$ cat src/rtl/conv_frame_loader.sv
// Row-by-row binary frame assembler with switch synchronisers and valid/ready output.
// Optional debouncer on the strobe/load switches: define DEBOUNCE_EN.
module conv_frame_loader #(
  parameter int unsigned ROWS            = 6,
  parameter int unsigned COLS            = 6,
  parameter int unsigned SYNC_STAGES     = 2,
  parameter int unsigned DEBOUNCE_CYCLES = 16
) (
  input  logic                 clk,
  input  logic                 rst_n,
  input  logic [COLS-1:0]      row_data,
  input  logic                 row_strobe,
  input  logic                 frame_load,
  input  logic                 clear,
  output logic [ROWS*COLS-1:0] frame_data,
  output logic                 frame_valid,
  input  logic                 frame_ready,
  output logic [2:0]           row_count,
  output logic                 overflow
);

  localparam logic [1:0] S_FILL    = 2'd0;
  localparam logic [1:0] S_FULL    = 2'd1;
  localparam logic [1:0] S_PRESENT = 2'd2;
  localparam logic [2:0] LAST_ROW  = 3'(ROWS - 1);

  logic [SYNC_STAGES-1:0] strobe_sync, load_sync;
  logic [COLS-1:0]        data_sync [SYNC_STAGES];
  logic                   strobe_lvl, load_lvl;
  logic                   strobe_prev, load_prev;
  logic                   strobe_edge, load_edge;
  logic [1:0]             state;
  logic [COLS-1:0]        rows [ROWS];
  logic [ROWS*COLS-1:0]   rows_flat;

  always_ff @(posedge clk or negedge rst_n) begin
    if (!rst_n) begin
      strobe_sync <= '0;
      load_sync   <= '0;
      for (int unsigned i = 0; i < SYNC_STAGES; i++) data_sync[i] <= '0;
    end else begin
      strobe_sync  <= {strobe_sync[SYNC_STAGES-2:0], row_strobe};
      load_sync    <= {load_sync[SYNC_STAGES-2:0], frame_load};
      data_sync[0] <= row_data;
      for (int unsigned i = 1; i < SYNC_STAGES; i++) data_sync[i] <= data_sync[i-1];
    end
  end

`ifdef DEBOUNCE_EN
  localparam int unsigned     DB_W    = $clog2(DEBOUNCE_CYCLES + 1);
  localparam logic [DB_W-1:0] DB_LAST = DB_W'(DEBOUNCE_CYCLES - 1);

  logic [1:0]      raw, filt;
  logic [DB_W-1:0] db_cnt [2];

  assign raw = {load_sync[SYNC_STAGES-1], strobe_sync[SYNC_STAGES-1]};

  // Filtered level flips only after DEBOUNCE_CYCLES consecutive disagreeing samples.
  always_ff @(posedge clk or negedge rst_n) begin
    if (!rst_n) begin
      filt <= '0;
      for (int unsigned i = 0; i < 2; i++) db_cnt[i] <= '0;
    end else begin
      for (int unsigned i = 0; i < 2; i++) begin
        if (raw[i] == filt[i]) begin
          db_cnt[i] <= '0;
        end else if (db_cnt[i] == DB_LAST) begin
          filt[i]   <= raw[i];
          db_cnt[i] <= '0;
        end else begin
          db_cnt[i] <= db_cnt[i] + 1'b1;
        end
      end
    end
  end

  assign strobe_lvl = filt[0];
  assign load_lvl   = filt[1];
`else
  assign strobe_lvl = strobe_sync[SYNC_STAGES-1];
  assign load_lvl   = load_sync[SYNC_STAGES-1];
`endif

  always_ff @(posedge clk or negedge rst_n) begin
    if (!rst_n) begin
      strobe_prev <= 1'b0;
      load_prev   <= 1'b0;
    end else begin
      strobe_prev <= strobe_lvl;
      load_prev   <= load_lvl;
    end
  end

  assign strobe_edge = strobe_lvl & ~strobe_prev;
  assign load_edge   = load_lvl & ~load_prev;

  always_comb begin
    rows_flat = '0;
    for (int unsigned r = 0; r < ROWS; r++) rows_flat[r*COLS +: COLS] = rows[r];
  end

  always_ff @(posedge clk or negedge rst_n) begin
    if (!rst_n) begin
      state       <= S_FILL;
      row_count   <= '0;
      frame_data  <= '0;
      frame_valid <= 1'b0;
      overflow    <= 1'b0;
      for (int unsigned r = 0; r < ROWS; r++) rows[r] <= '0;
    end else if (clear) begin
      state       <= S_FILL;
      row_count   <= '0;
      frame_valid <= 1'b0;
      overflow    <= 1'b0;
      for (int unsigned r = 0; r < ROWS; r++) rows[r] <= '0;
    end else begin
      case (state)
        S_FILL: begin
          // A load edge here is dropped, even when coincident with the final row.
          if (strobe_edge) begin
            for (int unsigned r = 0; r < ROWS; r++)
              if (row_count == 3'(r)) rows[r] <= data_sync[SYNC_STAGES-1];
            row_count <= row_count + 3'd1;
            if (row_count == LAST_ROW) state <= S_FULL;
          end
        end
        S_FULL: begin
          if (strobe_edge) overflow <= 1'b1;
          if (load_edge) begin
            frame_data  <= rows_flat;
            frame_valid <= 1'b1;
            state       <= S_PRESENT;
          end
        end
        S_PRESENT: begin
          if (strobe_edge) overflow <= 1'b1;
          if (frame_valid && frame_ready) begin
            frame_valid <= 1'b0;
            row_count   <= '0;
            state       <= S_FILL;
            for (int unsigned r = 0; r < ROWS; r++) rows[r] <= '0;
          end
        end
        default: state <= S_FILL;
      endcase
    end
  end

endmodule
$ cat config.mk
export PLATFORM = sky130hd
export DESIGN_NAME = conv_frame_loader
export DESIGN_NICKNAME = d
export VERILOG_FILES = /design/src/rtl/conv_frame_loader.sv
export SDC_FILE = /design/constraint.sdc
export NUM_CORES = 1
export LEC_CHECK = 0
export BUFFER_PORTS_ARGS = -buffer_cell sky130_fd_sc_hd__buf_2
export CORE_MARGIN = 1.5
export CORE_UTILIZATION = 46
export CTS_CLUSTER_SIZE = 40
export DETAILED_ROUTE_END_ITERATION = 10
export PLACE_DENSITY = 0.71
export SETUP_SLACK_MARGIN = 0.05
export SLEW_MARGIN = 20
export SYNTH_ARGS = -nofsm -noshare
export SYNTH_HDL_FRONTEND = slang
export SYNTH_SLANG_ARGS = --single-unit
$ cat constraint.sdc
create_clock -name clk -period 5.5 [get_ports clk]
set_input_delay 0.55 -clock clk [delete_from_list [all_inputs] [get_ports clk]]
set_output_delay 0.55 -clock clk [all_outputs]
set_load 0.01 [all_outputs]
==> impl_metrics.yaml <==
power_and_ir_drop:
  power.share.clock: 0.196
  vdd_drop_max_uv: 217.4
  p_per_area_nw_per_um2: 469.3
  netSwitchingFraction: 0.3200
  internal_power_mw: 1.421
  pwr-share-comb: 0.320
  p_total_mw: 2.089
  seq_power_share: 0.483
  power.switching_mw: 0.6686
  power_leakage_nw: 2.205
synth:
  synth_edf_count: 0
  synthFlopType: "dfrtp_1"
  ys_types: 34
  yosysTopAreaCell: "dfrtp_1"
  synth.most_common_cell: "dfrtp_1"
  ys_top_cells_by_count: "dfrtp_1 (97), mux2_2 (59), a22o_1 (12)"
  synthesis.nets: 263
  ys_seq_area_frac: 0.6244
  synthArstFlopShare: 1.000
  synth_top_area_frac: 0.6244
  synth_area_leaders: "dfrtp_1 (62%), mux2_2 (17%), ha_1 (2.9%)"
  syn-cell-area_um2: 3887
  synth_seq_cells: 97
  netlist_instances: 242
  synth_area_per_cell_um2: 16.06
  yosys_warnings: 0
route:
  firstDrtPassIters: 4
  routedWlPerCell_um: 16.23
  dr.first_iter.drc_count: 68
  drtAntennaViolNets: 0
  wl_mm: 6.669
  vias_per_cell: 5.231
  drc: 0
  vias: 2150
global_routing:
  grt_pass1_vias: 2178
  overflow: 0
  grt_max_degree: 82
  grt_first_pass_wirelength_mm: 11.16
  grtUsageTotal: 0.1670
  antenna_found_initial: 0
floorplanning:
  start_util: 0.4731
  die_h_um: 94.93
  io_pins: 53
  coreArea_um2: 8217
  die-area_um2: 9012
  die_w_um: 94.93
  row_count: 33
clock_tree:
  hold_buffers: 0
  clock_path_buffers: 2
  post_cts_resized: 0
  cts_tree: "done"
  cts-buffers-inserted: 9
  clkSinkCount: 97
  root_buffer: "clkbuf_8"
  cts_setup_buffers: 0
  clk_latency_ns: 0.36
  path_clk_slew_ns: 0.09
  htreeDepth: 3
timing:
  holdWs_ns: 0.03187
  setup_viol: 0
  rsz0062_at_grt: "false"
  min_period_ns: 2.268
  period_share: 0.4123
  finalSetupTns_ns: 0
  relSlewSlack: 0.5209
  tightest_slew_ns: 0.7186
  slew_violations: 0
  fin_skew_ns: 0.008658
  final_hold_viol_count: 0
  fmax_mhz: 441.0
final_layout:
  antenna_cells: 0
  drive_gt1_frac: 0.4608
  fin_nets: 322
  utilization: 0.5418
  final_cells: 411
  syn2layout_area_growth_pct: 14.52
setup_path:
  critPathMaxFanout: 24
  cp_top_family: "buffers and inverters"
  cpMostUsedCell: "inv_1"
  crit_type: "reg2reg"
  critPathCaptureType: "flip-flop"
  crit_chain: "inv_1 > ha_1 > inv_1 > nor3_4 > buf_4 > mux2_2"
  slowest_delay_ns: 0.57
  slowest_stage: "nor3_4"
  cp_num_buf_inv: 3
  critPathLaunchType: "flip-flop"
  crit_required_ns: 5.75
  worstPathArrival_ns: 2.52
placement:
  port_buffers: 52
  gp_congestion: 0.8021
  hpwl_mm: 4.586
  place_inst: 394
outcome:
  outcome: "complete, no violations"
worst_hold_path:
  hp-class: "in2async"
job:
  cap_violations: 0
## layer usage
| layer | GRT usage | wire length, um |
|---|---|---|
| met1 | 0.2333 | 3178 |
| met4 | 0.04602 | 76 |
| met3 | 0.05958 | 302 |
| met5 | 0 | 0 |
| met2 | 0.2464 | 3111 |
## through the flow
| stage | instance area (um^2) | worst slack (ns) |
|---|---|---|
| floorplan | 3887 | 3.631 |
| detailed placement | 4250 | 3.094 |
| global placement | 4250 | 3.108 |
| CTS | 4424 | 3.211 |
| global route | 4452 | 3.070 |
| finish | 4452 | 3.232 |
## cells in the final DEF, fill, tap and decap left out, types with 2 or more instances in the layout
master / n
nand2b_1: 2
buf_2: 51
o32ai_2: 3
nor4_2: 2
a22o_1: 12
o32ai_4: 4
mux2_2: 59
clkbuf_1: 2
clkbuf_8: 10
nor4bb_1: 2
buf_4: 3
nor2b_1: 4
and2_1: 6
clkinvlp_4: 2
mux2_1: 3
a2bb2oi_1: 2
ha_1: 9
nand2_1: 3
and4b_1: 2
nor2_1: 3
inv_1: 7
mux2i_1: 2
dfrtp_1: 97
## logic make-up after synthesis
family / synth area share
AOI/OAI and AO/OA: 0.08047
adders and majority gates: 0.02897
buffers and inverters: 0.01867
DFF: 0.6244
muxes: 0.1847
and+or+nand+nor: 0.06276
## state kept, by name, indices dropped and copies added, names as in the netlist
name / cells
frame_data: 36
rows: 36
data_sync: 12
row_count: 3
load_sync: 2
state: 2
strobe_sync: 2
frame_valid: 1
load_prev: 1
overflow: 1
strobe_prev: 1
## layout make-up
type                       count  area [um^2]
fill                         716         3765
timing repair buffer          55        305.3
tap                          105        131.4
multi-input combinational    131         1388
clock buffer                  12        145.1
inverter                       7        26.28
clock inverter                 4        28.78
sequential                    97         2427
## power groups by stage
stage / sequential [mW] / clock (mW) / combinational (mW)
2_1_floorplan: 1.04 / 0 / 0.457
3_3_place_gp: 1.02 / 0 / 0.661
3_5_place_dp: 1.03 / 0 / 0.676
4_1_cts: 1.01 / 0.427 / 0.678
5_1_grt: 1.04 / 0.461 / 0.736
6_report: 1.01 / 0.410 / 0.669
## final timing paths
kind	start	endpoint	slack [ns]	cells after the start
min in group clk	row_data[5]	data_sync[11]$_DFF_PN0_	0.29	1
min	rst_n	frame_data[24]$_DFFE_PN0P_	0.03	1
min reg2reg	data_sync[10]$_DFF_PN0_	data_sync[4]$_DFF_PN0_	0.35	0
max in group asynchronous	rst_n	row_count[1]$_DFFE_PN0P_	4.60	3
max reg2reg	state[1]$_DFFE_PN0P_	frame_data[15]$_DFFE_PN0P_	3.23	6
max	state[1]$_DFFE_PN0P_	frame_data[15]$_DFFE_PN0P_	3.23	6
## worst reg2reg max path: stages (launching register included)
cell	delay (ns)
dfrtp_1	0.40
inv_1	0.12
ha_1	0.17
inv_1	0.07
nor3_4	0.57
buf_4	0.44
mux2_2	0.40
No activity file was read; power rests on OpenSTA's default activity.
